--- src/rtl/ternary_serial_comparator.sv ---
// Word-level magnitude sequencer: folds per-trit eq/gt/lt flags (MS trit first) into the
// relation of two N_TRITS-digit ternary words, with start, trit and result handshakes.
module ternary_serial_comparator #(
   parameter int unsigned N_TRITS = 6,
   parameter int unsigned IDX_W   = $clog2(N_TRITS + 1)
) (
   input  logic             clk,
   input  logic             rst_n,
   input  logic             start,
   input  logic [1:0]       cmp_eq,
   input  logic [1:0]       cmp_gt,
   input  logic [1:0]       cmp_lt,
   input  logic             in_valid,
   output logic             in_ready,
   output logic [IDX_W-1:0] trit_idx,
   output logic             busy,
   output logic             res_valid,
   input  logic             res_ready,
   output logic [1:0]       res_eq,
   output logic [1:0]       res_gt,
   output logic [1:0]       res_lt,
   output logic             err
);

   localparam logic [1:0]       FlagT   = 2'b10;
   localparam logic [1:0]       FlagF   = 2'b00;
   localparam logic [IDX_W-1:0] LastIdx = IDX_W'(N_TRITS - 1);

   typedef enum logic [1:0] {StIdle, StRun, StDone} state_e;
   typedef enum logic [1:0] {RelEq, RelGt, RelLt} rel_e;

   state_e state;
   rel_e   rel, rel_n;
   logic   decided, decided_n, err_n, legal;

   // Outcome of accepting the current flag set; once decided, later trits are only counted.
   always_comb begin
      legal     = (cmp_eq == FlagT && cmp_gt == FlagF && cmp_lt == FlagF) ||
                  (cmp_eq == FlagF && cmp_gt == FlagT && cmp_lt == FlagF) ||
                  (cmp_eq == FlagF && cmp_gt == FlagF && cmp_lt == FlagT);
      rel_n     = rel;
      decided_n = decided;
      err_n     = err;
      if (!legal) begin
         err_n = 1'b1;
      end else if (!decided) begin
         if (cmp_gt == FlagT) begin
            rel_n     = RelGt;
            decided_n = 1'b1;
         end else if (cmp_lt == FlagT) begin
            rel_n     = RelLt;
            decided_n = 1'b1;
         end
      end
   end

   always_ff @(posedge clk) begin
      if (!rst_n) begin
         state     <= StIdle;
         rel       <= RelEq;
         decided   <= 1'b0;
         in_ready  <= 1'b0;
         busy      <= 1'b0;
         res_valid <= 1'b0;
         trit_idx  <= '0;
         res_eq    <= FlagF;
         res_gt    <= FlagF;
         res_lt    <= FlagF;
         err       <= 1'b0;
      end else begin
         case (state)
            StIdle: begin
               if (start) begin
                  state    <= StRun;
                  in_ready <= 1'b1;
                  busy     <= 1'b1;
                  trit_idx <= '0;
                  decided  <= 1'b0;
                  rel      <= RelEq;
                  err      <= 1'b0;
                  res_eq   <= FlagF;
                  res_gt   <= FlagF;
                  res_lt   <= FlagF;
               end
            end
            StRun: begin
               if (in_valid) begin
                  rel      <= rel_n;
                  decided  <= decided_n;
                  err      <= err_n;
                  trit_idx <= trit_idx + IDX_W'(1);
                  if (trit_idx == LastIdx) begin
                     state     <= StDone;
                     in_ready  <= 1'b0;
                     res_valid <= 1'b1;
                     res_eq    <= (!err_n && rel_n == RelEq) ? FlagT : FlagF;
                     res_gt    <= (!err_n && rel_n == RelGt) ? FlagT : FlagF;
                     res_lt    <= (!err_n && rel_n == RelLt) ? FlagT : FlagF;
                  end
               end
            end
            StDone: begin
               // res_* and err stay as the last word's outcome until the next start.
               if (res_ready) begin
                  state     <= StIdle;
                  res_valid <= 1'b0;
                  busy      <= 1'b0;
                  trit_idx  <= '0;
               end
            end
            default: state <= StIdle;
         endcase
      end
   end

endmodule

--- config.mk ---
export PLATFORM = sky130hd
export DESIGN_NAME = ternary_serial_comparator
export DESIGN_NICKNAME = d
export VERILOG_FILES = /design/src/rtl/ternary_serial_comparator.sv
export SDC_FILE = /design/constraint.sdc
export NUM_CORES = 1
export LEC_CHECK = 0
export BUFFER_PORTS_ARGS = -buffer_cell sky130_fd_sc_hd__buf_2
export CAP_MARGIN = 20
export CORE_MARGIN = 2
export CORE_UTILIZATION = 44
export DETAILED_ROUTE_END_ITERATION = 16
export PLACE_DENSITY = 0.72
export SYNTH_ARGS = -nofsm -noshare
export SYNTH_HDL_FRONTEND = slang
export SYNTH_SLANG_ARGS = --single-unit
--- constraint.sdc ---
create_clock -name clk -period 1.27 [get_ports clk]
set_input_delay 0.254 -clock clk [delete_from_list [all_inputs] [get_ports clk]]
set_output_delay 0.254 -clock clk [all_outputs]
set_load 0.05 [all_outputs]
==> results.py <==
metrics = {
    "cells_and_area": {
        "fillers": 147,
        "syn2layout_area_growth_pct": 43.5,
        "design_area_um2": 1160,
        "final_common_cell": "buf_2",
        "final_cell_mix": "buf_2, buf_4, nor2_1",
        "multiInputGateArea_um2": 548,
        "layout-drive-gt1-share": 0.470,
        "register_area_um2": 315,
        "num_antenna_cells": 0,
        "final_nets": 148,
    },
    "cts": {
        "clkSlewWorstSetupHoldPaths_ns": 0.09,
        "cts_tree": "done",
        "htree_levels": 1,
        "cts-buffers-inserted": 3,
        "worstSkewPairLatency_ns": 0.29,
        "cts_sinks": 15,
        "clock_tree.buffer_depth": 2,
        "ctsRootBufferMaster": "clkbuf_4",
    },
    "detailed_routing": {
        "dr.pass1.iters": 4,
        "wl_per_cell_um": 12.3,
        "drc": 0,
        "drt_wl_total_mm": 1.96,
        "drtAntennaViolNets": 0,
        "vias": 840,
        "drt_iter0_markers": 12,
        "viasPerCell": 5.28,
    },
    "global_route": {
        "grt_usage": 0.197,
        "grt_remaining_overflow": 0,
        "grt_max_degree": 11,
        "grt_pass1_vias": 683,
        "antenna_found_initial": 0,
        "grt_pass1_wl_mm": 3.02,
    },
    "timing": {
        "fin_ws_ns": -0.00578,
        "setup_viol": 1,
        "skew_ns": 0.00246,
        "drv_slew": 0,
        "min_period_ns": 1.28,
        "final.period_utilization": 1.00,
        "fmax_mhz": 784,
        "hold_violations": 0,
        "rsz0062_at_grt": "yes",
        "setup_tns_ns": -0.00578,
    },
    "floorplan": {
        "die_x_um": 46.9,
        "core_area_um2": 1730,
        "std_cell_rows": 15,
        "die_y_um": 46.9,
        "num_io_pins": 24,
        "die-area_um2": 2200,
        "start_util": 0.470,
    },
    "min_path": {
        "hp-class": "in -> reg",
        "hold_path_depth": 2,
    },
    "critical_path": {
        "worstPathCellList": "inv_4 > ha_4 > nand4_1 > a21oi_1 > nor2_1 > a32o_1",
        "r2r_cells": 6,
        "worst-setup-path-type": "reg -> reg",
        "required_ns": 1.46,
        "arrival_ns": 1.47,
        "critPathMaxFanout": 3,
        "slowest_delay_ns": 0.37,
        "slowest_stage": "dfxtp_4",
        "rrSetupSlack_ns": -0.006,
        "critPathCaptureType": "flip-flop",
        "start_kind": "flip-flop",
    },
    "logic_synthesis": {
        "netlist_instances": 98,
        "ys_ff_latch": 15,
        "synth_top_area_share": 0.370,
        "syn_area_um2": 811,
        "synth_cell_types": 40,
        "synth.yosys.seq_area_share": 0.370,
        "ys_warn_count": 0,
        "synth_edf_count": 0,
        "yosys_most_used_dff": "dfxtp_1",
        "synth_area_leaders": "dfxtp_1, a21oi_1, nor2_1",
        "synth_top_area_cell": "dfxtp_1",
        "async_flop_share": 0,
        "synth_area_per_cell_um2": 8.27,
    },
    "run_status": {
        "violations": "setup timing",
        "status": "finished with violations",
    },
    "power": {
        "power_mw": 1.03,
        "peakVddDrop_uv": 847,
        "power_density_nw_per_um2": 886,
        "p_leak_nw": 0.503,
    },
    "placed_design": {
        "gp_congestion": 0.789,
        "dpl_cell_area_um2": 1040,
        "hpwl_mm": 1.43,
        "port_buffers": 20,
    },
    "run": {
        "cap_violations": 0,
    },
}
-- kinds of logic (layout without fill, tap and decap cells) --
group / Yosys count / in the layout / synth area share
buffers and inverters: 10 / 44 / 0.0602
AOI/OAI and AO/OA: 31 / 31 / 0.252
and+or+nand+nor: 38 / 38 / 0.272
DFF: 15 / 15 / 0.370
adders and majority gates: 2 / 2 / 0.0309
other: 1 / 3 / 0.00463
xor gates and xnor gates: 1 / 1 / 0.0108
-- layout make-up --
class | count | share of cell area
clock buffer | 3 | 0.0194
clock inverter | 1 | 0.00430
inverter | 6 | 0.0215
multi-input combinational | 75 | 0.471
sequential | 15 | 0.271
tap | 25 | 0.0269
timing repair buffer | 34 | 0.186
-- critical path: cells and delay by family (launching register included) --
family	cells	cell delay, ns
adders and majority gates	1	0.12
buffers and inverters	1	0.07
and+or+nand+nor	2	0.23
AOI/OAI and AO/OA	2	0.40
DFF	1	0.37
-- final timing paths --
check / start / end
max: trit_idx[1] / res_lt[1]
min: rst_n / trit_idx[1]
min reg2reg: res_eq[1] / res_eq[1]
max reg2reg: trit_idx[1] / res_lt[1]
-- Yosys cell counts, types with 2 or more instances --
| cell type | n |
|---|---|
| o21ai_1 | 3 |
| o21ai_0 | 4 |
| nand2_1 | 9 |
| buf_4 | 3 |
| inv_1 | 5 |
| a31oi_1 | 2 |
| ha_1 | 2 |
| a21oi_1 | 10 |
| nor2_1 | 11 |
| dfxtp_1 | 15 |
| nand2b_1 | 4 |
| nand3b_1 | 2 |
-- layer usage --
layer  track usage  up-vias  routed length, µm
li1              -      418                  -
met1         0.247      397                837
met2         0.304       18               1010
met3        0.0731        7                 81
met4        0.0833        0                 35
met5             0        -                  0
-- repair_timing --
item                       4_1_cts  5_1_grt
hold buffers                     0        0
setup buffers                    0        2
hold endpoints to repair         0        0
pin swaps                        0        6
setup endpoints to repair        8        9
gates resized for setup          3       18
-- sequential cells by signal, indices dropped and copies added, names as in the netlist --
register	flops
in_ready	1
err	1
rel	2
res_gt	1
res_lt	1
res_valid	1
state	2
busy	1
trit_idx	3
res_eq	1
decided	1
-- per-stage QoR --
step / utilization / worst slack (ns) / instances / hold WS (ns)
CTS: 0.620 / -0.00903 / 157 / 0.248
floorplan: - / -0.0663 / 100 / 0.371
detailed placement: 0.601 / -0.0936 / 153 / 0.436
global route: 0.674 / -0.0655 / 159 / 0.254
global placement: 0.601 / -0.0491 / 153 / 0.435
finish: 0.674 / -0.00578 / 159 / 0.259
-- power by group --
part	internal (mW)	switching (mW)	total, mW
registers	0.482	0.0183	0.500
clock network	0.117	0.159	0.276
logic	0.0995	0.155	0.254
total	0.699	0.332	1.03
Power figures use the tool's default switching activity.
